$ cat src/rtl/stopwatch_pkg.sv
// Shared encodings for the stopwatch time interface and its 7-segment display.
package stopwatch_pkg;

   typedef enum logic [1:0] {
      ST_IDLE  = 2'b00,
      ST_RUN   = 2'b01,
      ST_PAUSE = 2'b10,
      ST_BAD   = 2'b11
   } status_e;

   // Active-low segment patterns, bit order {g,f,e,d,c,b,a}
   localparam logic [6:0] SEG_0     = 7'h40;
   localparam logic [6:0] SEG_1     = 7'h79;
   localparam logic [6:0] SEG_2     = 7'h24;
   localparam logic [6:0] SEG_3     = 7'h30;
   localparam logic [6:0] SEG_4     = 7'h19;
   localparam logic [6:0] SEG_5     = 7'h12;
   localparam logic [6:0] SEG_6     = 7'h02;
   localparam logic [6:0] SEG_7     = 7'h78;
   localparam logic [6:0] SEG_8     = 7'h00;
   localparam logic [6:0] SEG_9     = 7'h10;
   localparam logic [6:0] SEG_BLANK = 7'h7F;
   localparam logic [6:0] SEG_DASH  = 7'h3F;

   localparam logic [7:0] MAX_MIN = 8'd99;

   // BCD digit to segment pattern; non-decimal codes render blank
   function automatic logic [6:0] seg_font(input logic [3:0] digit);
      logic [6:0] pat;
      unique case (digit)
         4'd0:    pat = SEG_0;
         4'd1:    pat = SEG_1;
         4'd2:    pat = SEG_2;
         4'd3:    pat = SEG_3;
         4'd4:    pat = SEG_4;
         4'd5:    pat = SEG_5;
         4'd6:    pat = SEG_6;
         4'd7:    pat = SEG_7;
         4'd8:    pat = SEG_8;
         4'd9:    pat = SEG_9;
         default: pat = SEG_BLANK;
      endcase
      return pat;
   endfunction

endpackage

$ cat src/rtl/stopwatch_display_if.sv
// Time interface from the stopwatch core plus the display pins it drives.
interface stopwatch_display_if;
   logic [7:0] minutes;
   logic [5:0] seconds;
   logic [1:0] status;
   logic [3:0] an;
   logic [6:0] seg;
   logic       dp;

   modport master (output minutes, seconds, status, input an, seg, dp);
   modport slave  (input minutes, seconds, status, output an, seg, dp);
endinterface

$ cat src/rtl/bin2bcd_seq.sv
// Sequential double-dabble: 8-bit binary (value <= 99) to two BCD digits.
// start loads the value; done pulses for one cycle 8 cycles later.
//
// state | meaning
// IDLE  | waiting for start
// SHIFT | eight add-3/shift iterations
// DONE  | result valid, done high for one cycle
module bin2bcd_seq (
   input  logic       clk,
   input  logic       rst,
   input  logic       start,
   input  logic [7:0] bin,
   output logic       done,
   output logic [3:0] tens,
   output logic [3:0] ones
);

   typedef enum logic [1:0] {S_IDLE, S_SHIFT, S_DONE} state_e;

   state_e      state_q;
   logic [15:0] sr_q;
   logic [2:0]  cnt_q;
   logic        done_q;

   // One add-3 correction on both BCD nibbles followed by a left shift
   function automatic logic [15:0] dabble_step(input logic [15:0] sr);
      logic [3:0] t;
      logic [3:0] o;
      t = sr[15:12];
      o = sr[11:8];
      if (t >= 4'd5) t = t + 4'd3;
      if (o >= 4'd5) o = o + 4'd3;
      return {t, o, sr[7:0]} << 1;
   endfunction

   // Converter FSM; starts outside IDLE are ignored
   always_ff @(posedge clk or posedge rst) begin
      if (rst) begin
         state_q <= S_IDLE;
         sr_q    <= '0;
         cnt_q   <= '0;
         done_q  <= 1'b0;
      end else begin
         unique case (state_q)
            S_IDLE: begin
               done_q <= 1'b0;
               if (start) begin
                  sr_q    <= {8'h00, bin};
                  cnt_q   <= '0;
                  state_q <= S_SHIFT;
               end
            end
            S_SHIFT: begin
               sr_q  <= dabble_step(sr_q);
               cnt_q <= cnt_q + 3'd1;
               if (cnt_q == 3'd7) begin
                  state_q <= S_DONE;
                  done_q  <= 1'b1;
               end
            end
            S_DONE: begin
               done_q  <= 1'b0;
               state_q <= S_IDLE;
            end
            default: state_q <= S_IDLE;
         endcase
      end
   end

   assign done = done_q;
   assign tens = sr_q[15:12];
   assign ones = sr_q[11:8];

endmodule

$ cat src/rtl/stopwatch_display.sv
// Multiplexed MM.SS display: per-frame snapshot, BCD conversion, colon and
// pause blinking. The converters' load registers hold the frame snapshot of
// minutes/seconds; only the status needs its own latch.
module stopwatch_display #(
   parameter int SCAN_DIV  = 50000,
   parameter int BLINK_DIV = 25000000
) (
   input logic                clk,
   input logic                rst,
   stopwatch_display_if.slave bus
);
   import stopwatch_pkg::*;

   localparam int SW = (SCAN_DIV > 1) ? $clog2(SCAN_DIV) : 1;
   localparam int BW = (BLINK_DIV > 1) ? $clog2(BLINK_DIV) : 1;
   localparam logic [SW-1:0] SCAN_LAST  = SW'(SCAN_DIV - 1);
   localparam logic [BW-1:0] BLINK_LAST = BW'(BLINK_DIV - 1);

   logic [SW-1:0] scan_cnt_q, scan_cnt_d;
   logic [1:0]    idx_q, idx_d;
   logic [BW-1:0] blink_cnt_q, blink_cnt_d;
   logic          blink_q, blink_d;
   status_e       st_q, st_d;
   logic [15:0]   bcd_q, bcd_d;
   logic [3:0]    an_q, an_d;
   logic [6:0]    seg_q, seg_d;
   logic          dp_q, dp_d;

   logic       scan_tc, blink_tc, frame_wrap;
   logic [7:0] min_clamped, sec_ext;
   logic       min_done, sec_done;
   logic [3:0] min_tens, min_ones, sec_tens, sec_ones;
   logic [3:0] cur_digit;

   assign scan_tc     = (scan_cnt_q == SCAN_LAST);
   assign blink_tc    = (blink_cnt_q == BLINK_LAST);
   assign frame_wrap  = scan_tc && (idx_q == 2'd3);
   assign min_clamped = (bus.minutes > MAX_MIN) ? MAX_MIN : bus.minutes;
   assign sec_ext     = {2'b00, bus.seconds};

   bin2bcd_seq u_min_bcd (
      .clk   (clk),
      .rst   (rst),
      .start (frame_wrap),
      .bin   (min_clamped),
      .done  (min_done),
      .tens  (min_tens),
      .ones  (min_ones)
   );

   bin2bcd_seq u_sec_bcd (
      .clk   (clk),
      .rst   (rst),
      .start (frame_wrap),
      .bin   (sec_ext),
      .done  (sec_done),
      .tens  (sec_tens),
      .ones  (sec_ones)
   );

   // Scan/blink timers, status snapshot and displayed-digit load
   always_comb begin
      scan_cnt_d  = scan_tc ? '0 : scan_cnt_q + SW'(1);
      idx_d       = scan_tc ? idx_q + 2'd1 : idx_q;
      blink_cnt_d = blink_tc ? '0 : blink_cnt_q + BW'(1);
      blink_d     = blink_tc ? ~blink_q : blink_q;
      st_d        = frame_wrap ? status_e'(bus.status) : st_q;
      bcd_d       = (min_done && sec_done) ?
                    {min_tens, min_ones, sec_tens, sec_ones} : bcd_q;
   end

   // Drive pins for the current digit index
   always_comb begin
      unique case (idx_q)
         2'd0:    cur_digit = bcd_q[3:0];
         2'd1:    cur_digit = bcd_q[7:4];
         2'd2:    cur_digit = bcd_q[11:8];
         default: cur_digit = bcd_q[15:12];
      endcase
      an_d  = ~(4'b0001 << idx_q);
      seg_d = seg_font(cur_digit);
      dp_d  = 1'b1;
      unique case (st_q)
         ST_RUN:   dp_d = (idx_q != 2'd2);
         ST_PAUSE: begin
            if (blink_q) an_d = 4'hF;
            else         dp_d = (idx_q != 2'd2);
         end
         ST_BAD:   seg_d = SEG_DASH;
         default:  ;
      endcase
   end

   // State and output registers
   always_ff @(posedge clk or posedge rst) begin
      if (rst) begin
         scan_cnt_q  <= '0;
         idx_q       <= '0;
         blink_cnt_q <= '0;
         blink_q     <= 1'b0;
         st_q        <= ST_IDLE;
         bcd_q       <= '0;
         an_q        <= 4'hF;
         seg_q       <= SEG_BLANK;
         dp_q        <= 1'b1;
      end else begin
         scan_cnt_q  <= scan_cnt_d;
         idx_q       <= idx_d;
         blink_cnt_q <= blink_cnt_d;
         blink_q     <= blink_d;
         st_q        <= st_d;
         bcd_q       <= bcd_d;
         an_q        <= an_d;
         seg_q       <= seg_d;
         dp_q        <= dp_d;
      end
   end

   assign bus.an  = an_q;
   assign bus.seg = seg_q;
   assign bus.dp  = dp_q;

endmodule

$ cat src/flat_wrapper.sv
// flat-port wrapper written by rule: the top's interface ports become plain ports
module stopwatch_display_flat import stopwatch_pkg::*;
#(
   parameter int SCAN_DIV  = 50000,
   parameter int BLINK_DIV = 25000000
)
  (clk, rst, bus_minutes, bus_seconds, bus_status, bus_an, bus_seg, bus_dp);
  stopwatch_display_if bus_i ();
  input logic clk;
  input logic rst;
  input wire logic [$bits(bus_i.minutes)-1:0] bus_minutes;
  input wire logic [$bits(bus_i.seconds)-1:0] bus_seconds;
  input wire logic [$bits(bus_i.status)-1:0] bus_status;
  output wire logic [$bits(bus_i.an)-1:0] bus_an;
  output wire logic [$bits(bus_i.seg)-1:0] bus_seg;
  output wire logic [$bits(bus_i.dp)-1:0] bus_dp;
  assign bus_i.minutes = bus_minutes;
  assign bus_i.seconds = bus_seconds;
  assign bus_i.status = bus_status;
  assign bus_an = bus_i.an;
  assign bus_seg = bus_i.seg;
  assign bus_dp = bus_i.dp;
  stopwatch_display #(.SCAN_DIV(SCAN_DIV), .BLINK_DIV(BLINK_DIV)) u_core (.clk(clk), .rst(rst), .bus(bus_i));
endmodule
$ cat config.mk
export PLATFORM = sky130hd
export DESIGN_NAME = stopwatch_display_flat
export DESIGN_NICKNAME = d
export VERILOG_FILES = /design/src/rtl/stopwatch_pkg.sv /design/src/rtl/stopwatch_display_if.sv /design/src/rtl/bin2bcd_seq.sv /design/src/rtl/stopwatch_display.sv /design/src/flat_wrapper.sv
export SDC_FILE = /design/constraint.sdc
export NUM_CORES = 1
export LEC_CHECK = 0
export ABC_AREA = 1
export CAP_MARGIN = 20
export CORE_MARGIN = 8
export CORE_UTILIZATION = 60
export CTS_CLUSTER_DIAMETER = 100
export DETAILED_ROUTE_END_ITERATION = 10
export DONT_BUFFER_PORTS = 1
export GPL_TIMING_DRIVEN = 0
export PLACE_DENSITY = 0.85
export SETUP_SLACK_MARGIN = 0.1
export SYNTH_ARGS = -nofsm -noshare
export SYNTH_HDL_FRONTEND = slang
export SYNTH_SLANG_ARGS = --single-unit
$ cat constraint.sdc
create_clock -name clk -period 5.5 [get_ports clk]
set_clock_uncertainty 0.05 [all_clocks]
set_input_delay 1.65 -clock clk [delete_from_list [all_inputs] [get_ports clk]]
set_output_delay 1.65 -clock clk [all_outputs]
set_load 0.01 [all_outputs]
### Word level (Yosys, flattened, before mapping)

Memory sizes are Yosys's and may differ from the RTL's.
Index checks and enable logic that the tools add are counted.

* register bits: 118
* ROM bits: 112
* bits of input ports: 18
* output and inout bits: 12
* word-level logic and storage cells: 100
* memories: 1

* add/sub/neg operators: 9
* $lt $le $gt $ge: 5
* eq/ne operators: 19
* shift-type cells: 1
* mux-type cells: 29
* bitwise gates (word level): 2
* reduce and logical (&&, ||, !) cells: 17

Memories
* (name not given): depth 16, bits a word 7, read ports 1, clocked after Yosys merged registers in 0, write ports 0, line stopwatch_pkg.sv:30 `unique case (digit)`

Operator list (number)
* 16-bit case mux with 2 select lines: 2
* 16-bit 2-to-1 mux: 3
* 25-bit by 1-bit adder with 25-bit output, second input constant: 1
* 25-bit equality test, second input constant: 1
* 25-bit 2-to-1 mux: 1
* 16-bit by 1-bit adder with 16-bit output, second input constant: 1
* 16-bit equality test, second input constant: 1
* 4-bit by 3-bit greater-or-equal comparator with 1-bit output, second input constant: 4
* 4-bit 2-to-1 mux: 4
* 2-bit equality test, second input constant: 6
* 3-bit case mux with 2 select lines: 2
* 4-bit case mux with 3 select lines: 1
* 2-bit AND reduction: 6
* 3-bit 2-to-1 mux: 3
* 4-bit by 2-bit adder with 4-bit output, second input constant: 2
* 2-bit by 1-bit equality test with 1-bit output, second input constant: 4
* 8-bit by 7-bit greater-than comparator with 1-bit output, second input constant: 1
* 8-bit 2-to-1 mux: 1
* 2-bit case mux with 2 select lines: 2
* 2-bit nonzero test: 4
* 7-bit 2-to-1 mux: 1
* 3-bit by 1-bit adder with 3-bit output, second input constant: 2
* 3-bit by 2-bit adder with 3-bit output, second input constant: 2
* 3-bit equality test, second input constant: 2
* other kinds (12): 25

### Longest topological paths before layout

* word-level depth: 4
* mapped depth: 12
* gate-level depth less buffers: 12

### Cells and area by module

Synthesis repeated with hierarchy kept, for this count alone.

* cells, all modules: 776
* area total of the unflattened synthesis: 6342.3 um^2

By module, submodules not included
* stopwatch_display: instances 1, cells each 488, area an instance 3992.6 um^2, seq. area each 1866.8 um^2
* bin2bcd_seq: instances 2, cells each 144, area an instance 1174.9 um^2, seq. area each 550.5 um^2

### Worst setup path before layout

OpenSTA, ideal clock, no wires.

* kind: input to register
* from: input bus_minutes[3]
* to: register u_core.u_min_bcd.sr_q[0]
* library setup time: 0.119 ns
* arrival time: 2.185 ns
* required time: 5.331 ns
* setup slack: 3.146 ns
* cell stages on the path: 8
* path buffers: 0
* path through: nor2_1 nand2_1 nand2_1 nand2_1 o21ai_0 inv_1 nand3_1 nand2_1

* word-level cells in the longest chain between the ends: 4

RTL lines
* from (decl): line flat_wrapper.sv:11 `input wire logic [$bits(bus_i.minutes)-1:0] bus_minutes;`
* 8-bit by 7-bit greater-than comparator with 1-bit output: line stopwatch_display.sv:38 `assign min_clamped = (bus.minutes > MAX_MIN) ? MAX_MIN : bus.minutes;`
* 8-bit 2-to-1 mux: line stopwatch_display.sv:38
* 16-bit 2-to-1 mux: line bin2bcd_seq.sv:47 `if (start) begin`
* 16-bit case mux with 2 select lines: line bin2bcd_seq.sv:44 `unique case (state_q)`
* to (signal assigned): line bin2bcd_seq.sv:48 `sr_q <= {8'h00, bin};`
* to (signal assigned): line bin2bcd_seq.sv:54 `sr_q <= dabble_step(sr_q);`
* to (decl): line bin2bcd_seq.sv:21 `logic [15:0] sr_q;`

Every way passes these cells. The select of a mux whose other input is x is not followed.
A chain may end at the register's enable or synchronous reset.

### Final worst setup path

* from: register u_core.seg_q[4], in the netlist u_core.bus.seg[4]
* to: output bus_seg[4]

RTL lines
* from (decl): line stopwatch_display.sv:26 `logic [6:0] seg_q, seg_d;`
* from (signal assigned): line stopwatch_display.sv:114 `seg_q <= seg_d;`
* to (decl): line flat_wrapper.sv:15 `output wire logic [$bits(bus_i.seg)-1:0] bus_seg;`

No word-level cell between the ends.

==> flow_metrics.py <==
metrics = {
    "finish": {
        "syn_to_final_growth_pct": 12.3,
        "diodes": 0,
        "nNetsFinal": 848,
        "fin_area_um2": 6930,
        "drive_gt1_share_pct": 9.63,
    },
    "clock_network": {
        "cts.sinks": 118,
        "tritoncts": "yes",
        "cts_resized": 0,
        "clock_tree.buffer_depth": 2,
        "postCtsSetupRepairBufs": 0,
        "h-tree-depth": 4,
        "cts_hold_buf": 0,
        "clk_pin_slew_ps": 50,
        "numCtsBuffers": 17,
        "clock_tree.root_cell": "clkbuf_8",
        "clock_latency_ps": 520,
    },
    "detailed_routing": {
        "drc_errors": 0,
        "dr.pass1.iters": 5,
        "vias": 5206,
        "avgRoutedWirePerCell_um": 14.5,
        "top_layer": "met4",
        "drt_iter0_markers": 409,
        "drt_wl_total_um": 13800,
        "vias_per_cell": 5.45,
        "met1_length_um": 5640,
        "route.antenna.remaining_nets": 0,
        "met3_length_um": 784,
        "route.met2.wl_um": 7130,
    },
    "synthesis": {
        "async_flop_share_pct": 100,
        "ys.flop_type": "dfrtp_1",
        "syn_area_um2": 6170,
        "synth_area_leader_cell": "dfrtp_1",
        "synth_warnings": 0,
        "synth-edff-count": 0,
        "ys_ff_latch": 118,
        "syn-num-nets": 828,
        "synth_cells": 787,
        "yosysMostFrequentCell": "nand2_1",
        "synth_cell_types": 39,
        "synth_common_cells": "nand2_1 (239), dfrtp_1 (106), inv_1 (92)",
        "yosys-top-cells-area": "dfrtp_1 (43%), nand2_1 (15%), nand3_1 (5.9%)",
        "yosys.area.top_type_share_pct": 43.0,
        "ys_seq_area_share_pct": 48.1,
        "syn_area_per_cell_um2": 7.84,
    },
    "sta": {
        "max_freq_mhz": 361,
        "worst_slew_pin_slew_ps": 550,
        "relSlewSlack_pct": 63.3,
        "whs_ps": 425,
        "fin_tns_setup_ps": 0,
        "hold_viol": 0,
        "slew_violations": 0,
        "grt_setup_unrepaired": "no",
        "period_share_pct": 50.3,
        "finalSetupViolCount": 0,
        "finalCriticalPeriod_ps": 2770,
    },
    "place": {
        "place_congestion": 0.905,
        "port_buffers": 0,
        "dp_hpwl_um": 9700,
        "dpl-instance-area_um2": 6370,
    },
    "setup_path": {
        "path_max_fanout": 1,
        "r2r_start": "u_core.idx_q[0]",
        "cp_data_arrival_time_ps": 1070,
        "path_depth": 0,
        "worstRegToRegCells": 12,
        "worstSetupStartpointType": "flop",
        "r2r-end": "u_core.bus.seg[3]",
        "crit_required_ps": 3800,
        "crit_end": "bus_seg[4]",
        "cp-startpoint": "u_core.bus.seg[4]",
        "critPathKind": "reg -> out",
        "rrSetupSlack_ps": 3490,
        "cp-end-kind": "primary output",
    },
    "worst_hold_path": {
        "hp-class": "reg -> reg",
        "whs_path_depth": 2,
    },
    "power": {
        "power.density_nw_per_um2": 278,
        "swShare_pct": 19.9,
        "cellLeakagePower_nw": 3.53,
        "clock_power_share_pct": 53.6,
        "p_sw_mw": 0.384,
        "seqPwrFrac_pct": 45.1,
        "ir_drop_mv": 0.245,
        "intPower_mw": 1.54,
        "comb_power_share_pct": 1.3,
    },
    "grt": {
        "grt-ovfl-total": 0,
        "grt_pass1_wl_um": 23500,
        "grt_pass1_vias": 5274,
        "antenna_found_initial": 0,
        "grt_max_degree": 77,
        "grt_use_total_pct": 20.6,
    },
    "floorplanning": {
        "dieArea_um2": 13800,
        "die_h_um": 117,
        "die_w_um": 117,
        "start_util_pct": 60.9,
        "ios": 30,
        "rows": 37,
        "core_um2": 10100,
    },
    "run_status": {
        "status": "finished, final reports clean",
    },
    "run": {
        "maxCapViolCount": 0,
    },
}
[worst register-to-register path, stage by stage, from the launching register on]
cell and delay (ps):
dfrtp_1 390, inv_1 100, ha_1 280, nand2_1 90, nand2_1 60, o21bai_2 220
inv_1 100, ha_1 290, inv_1 70, nand2_1 50, nand2_1 60, nand2_1 40
nand2_1 130
[layout by cell type (no fill, tap or decap), types with 13 or more instances in the layout]
cell	count
nand3_1	73
clkbuf_16	16
inv_1	91
nand2_1	239
clkbuf_1	13
dfrtp_1	106
o21ai_0	50
ha_1	23
a21oi_1	17
nor2_1	83
nor3_1	13
[power groups by stage]
stage	combinational [mW]	clock, mW	sequential (mW)
finish	0.0249	1.03	0.870
detailed placement	0.0262	0	0.884
CTS	0.0262	1.04	0.870
floorplan	0.0179	0	0.884
global route	0.0298	1.08	0.869
global placement	0.0226	0	0.884
[flip-flops by register name, indices dropped and copies added (netlist names)]
| register | flops |
|---|---|
| u_core.u_min_bcd.state_q | 2 |
| u_core.bus.dp | 1 |
| u_core.scan_cnt_q | 16 |
| u_core.idx_q | 2 |
| u_core.bcd_q | 16 |
| u_core.blink_q | 1 |
| u_core.bus.an | 4 |
| u_core.u_min_bcd.done | 1 |
| u_core.u_sec_bcd.done | 1 |
| u_core.u_min_bcd.sr_q | 16 |
| u_core.st_q | 2 |
| u_core.u_sec_bcd.state_q | 2 |
| u_core.bus.seg | 7 |
| u_core.u_sec_bcd.sr_q | 16 |
| u_core.u_min_bcd.cnt_q | 3 |
| u_core.u_sec_bcd.cnt_q | 3 |
| u_core.blink_cnt_q | 25 |
[cell type report]
| cell class | instances | area (µm²) |
|---|---|---|
| inverters | 99 | 374 |
| repair buffers | 1 | 27.5 |
| flip-flops and latches | 118 | 2970 |
| well taps | 136 | 170 |
| clock inverters | 4 | 45.0 |
| multi-input cells | 556 | 2770 |
| plain buffers | 14 | 66.3 |
| clock buffers | 28 | 515 |
| fillers | 769 | 3210 |
[kinds of logic after synthesis]
kind of cell | count (synthesis) | synth area share (%)
simple gates | 440 | 31.0
flops | 118 | 48.1
buf+inv | 113 | 7.10
compound gates | 77 | 6.73
fa+ha+maj | 23 | 4.66
xor+xnor | 16 | 2.39
[stage by stage]
stage / util [%] / cells / worst slack (ps) / total power, mW
2_1_floorplan: - / 787 / 691 / 0.902
3_3_place_gp: 62.5 / 923 / -366 / 0.907
3_5_place_dp: 62.8 / 924 / 3020 / 0.910
4_1_cts: 68.4 / 956 / 2710 / 1.94
5_1_grt: 68.4 / 956 / 2700 / 1.98
6_report: 68.4 / 956 / 2730 / 1.93
[metal layers]
metal	vias up	GRT usage, %
li1	2527	-
met3	34	5.85
met4	0	8.84
met1	2498	23.1
met5	-	0
met2	147	35.9
[how the worst min path moves through the flow]
stage / startpoint / to
4_1_cts: u_core.u_min_bcd.sr_q[7] / u_core.u_min_bcd.sr_q[8]
5_1_grt: u_core.u_min_bcd.sr_q[7] / u_core.u_min_bcd.sr_q[8]
3_3_place_gp: u_core.scan_cnt_q[0] / u_core.scan_cnt_q[0]
6_report: u_core.u_min_bcd.sr_q[7] / u_core.u_min_bcd.sr_q[8]
3_5_place_dp: u_core.u_min_bcd.sr_q[7] / u_core.u_min_bcd.sr_q[8]
2_1_floorplan: u_core.scan_cnt_q[0] / u_core.scan_cnt_q[0]
Power figures use the tool's default switching activity.
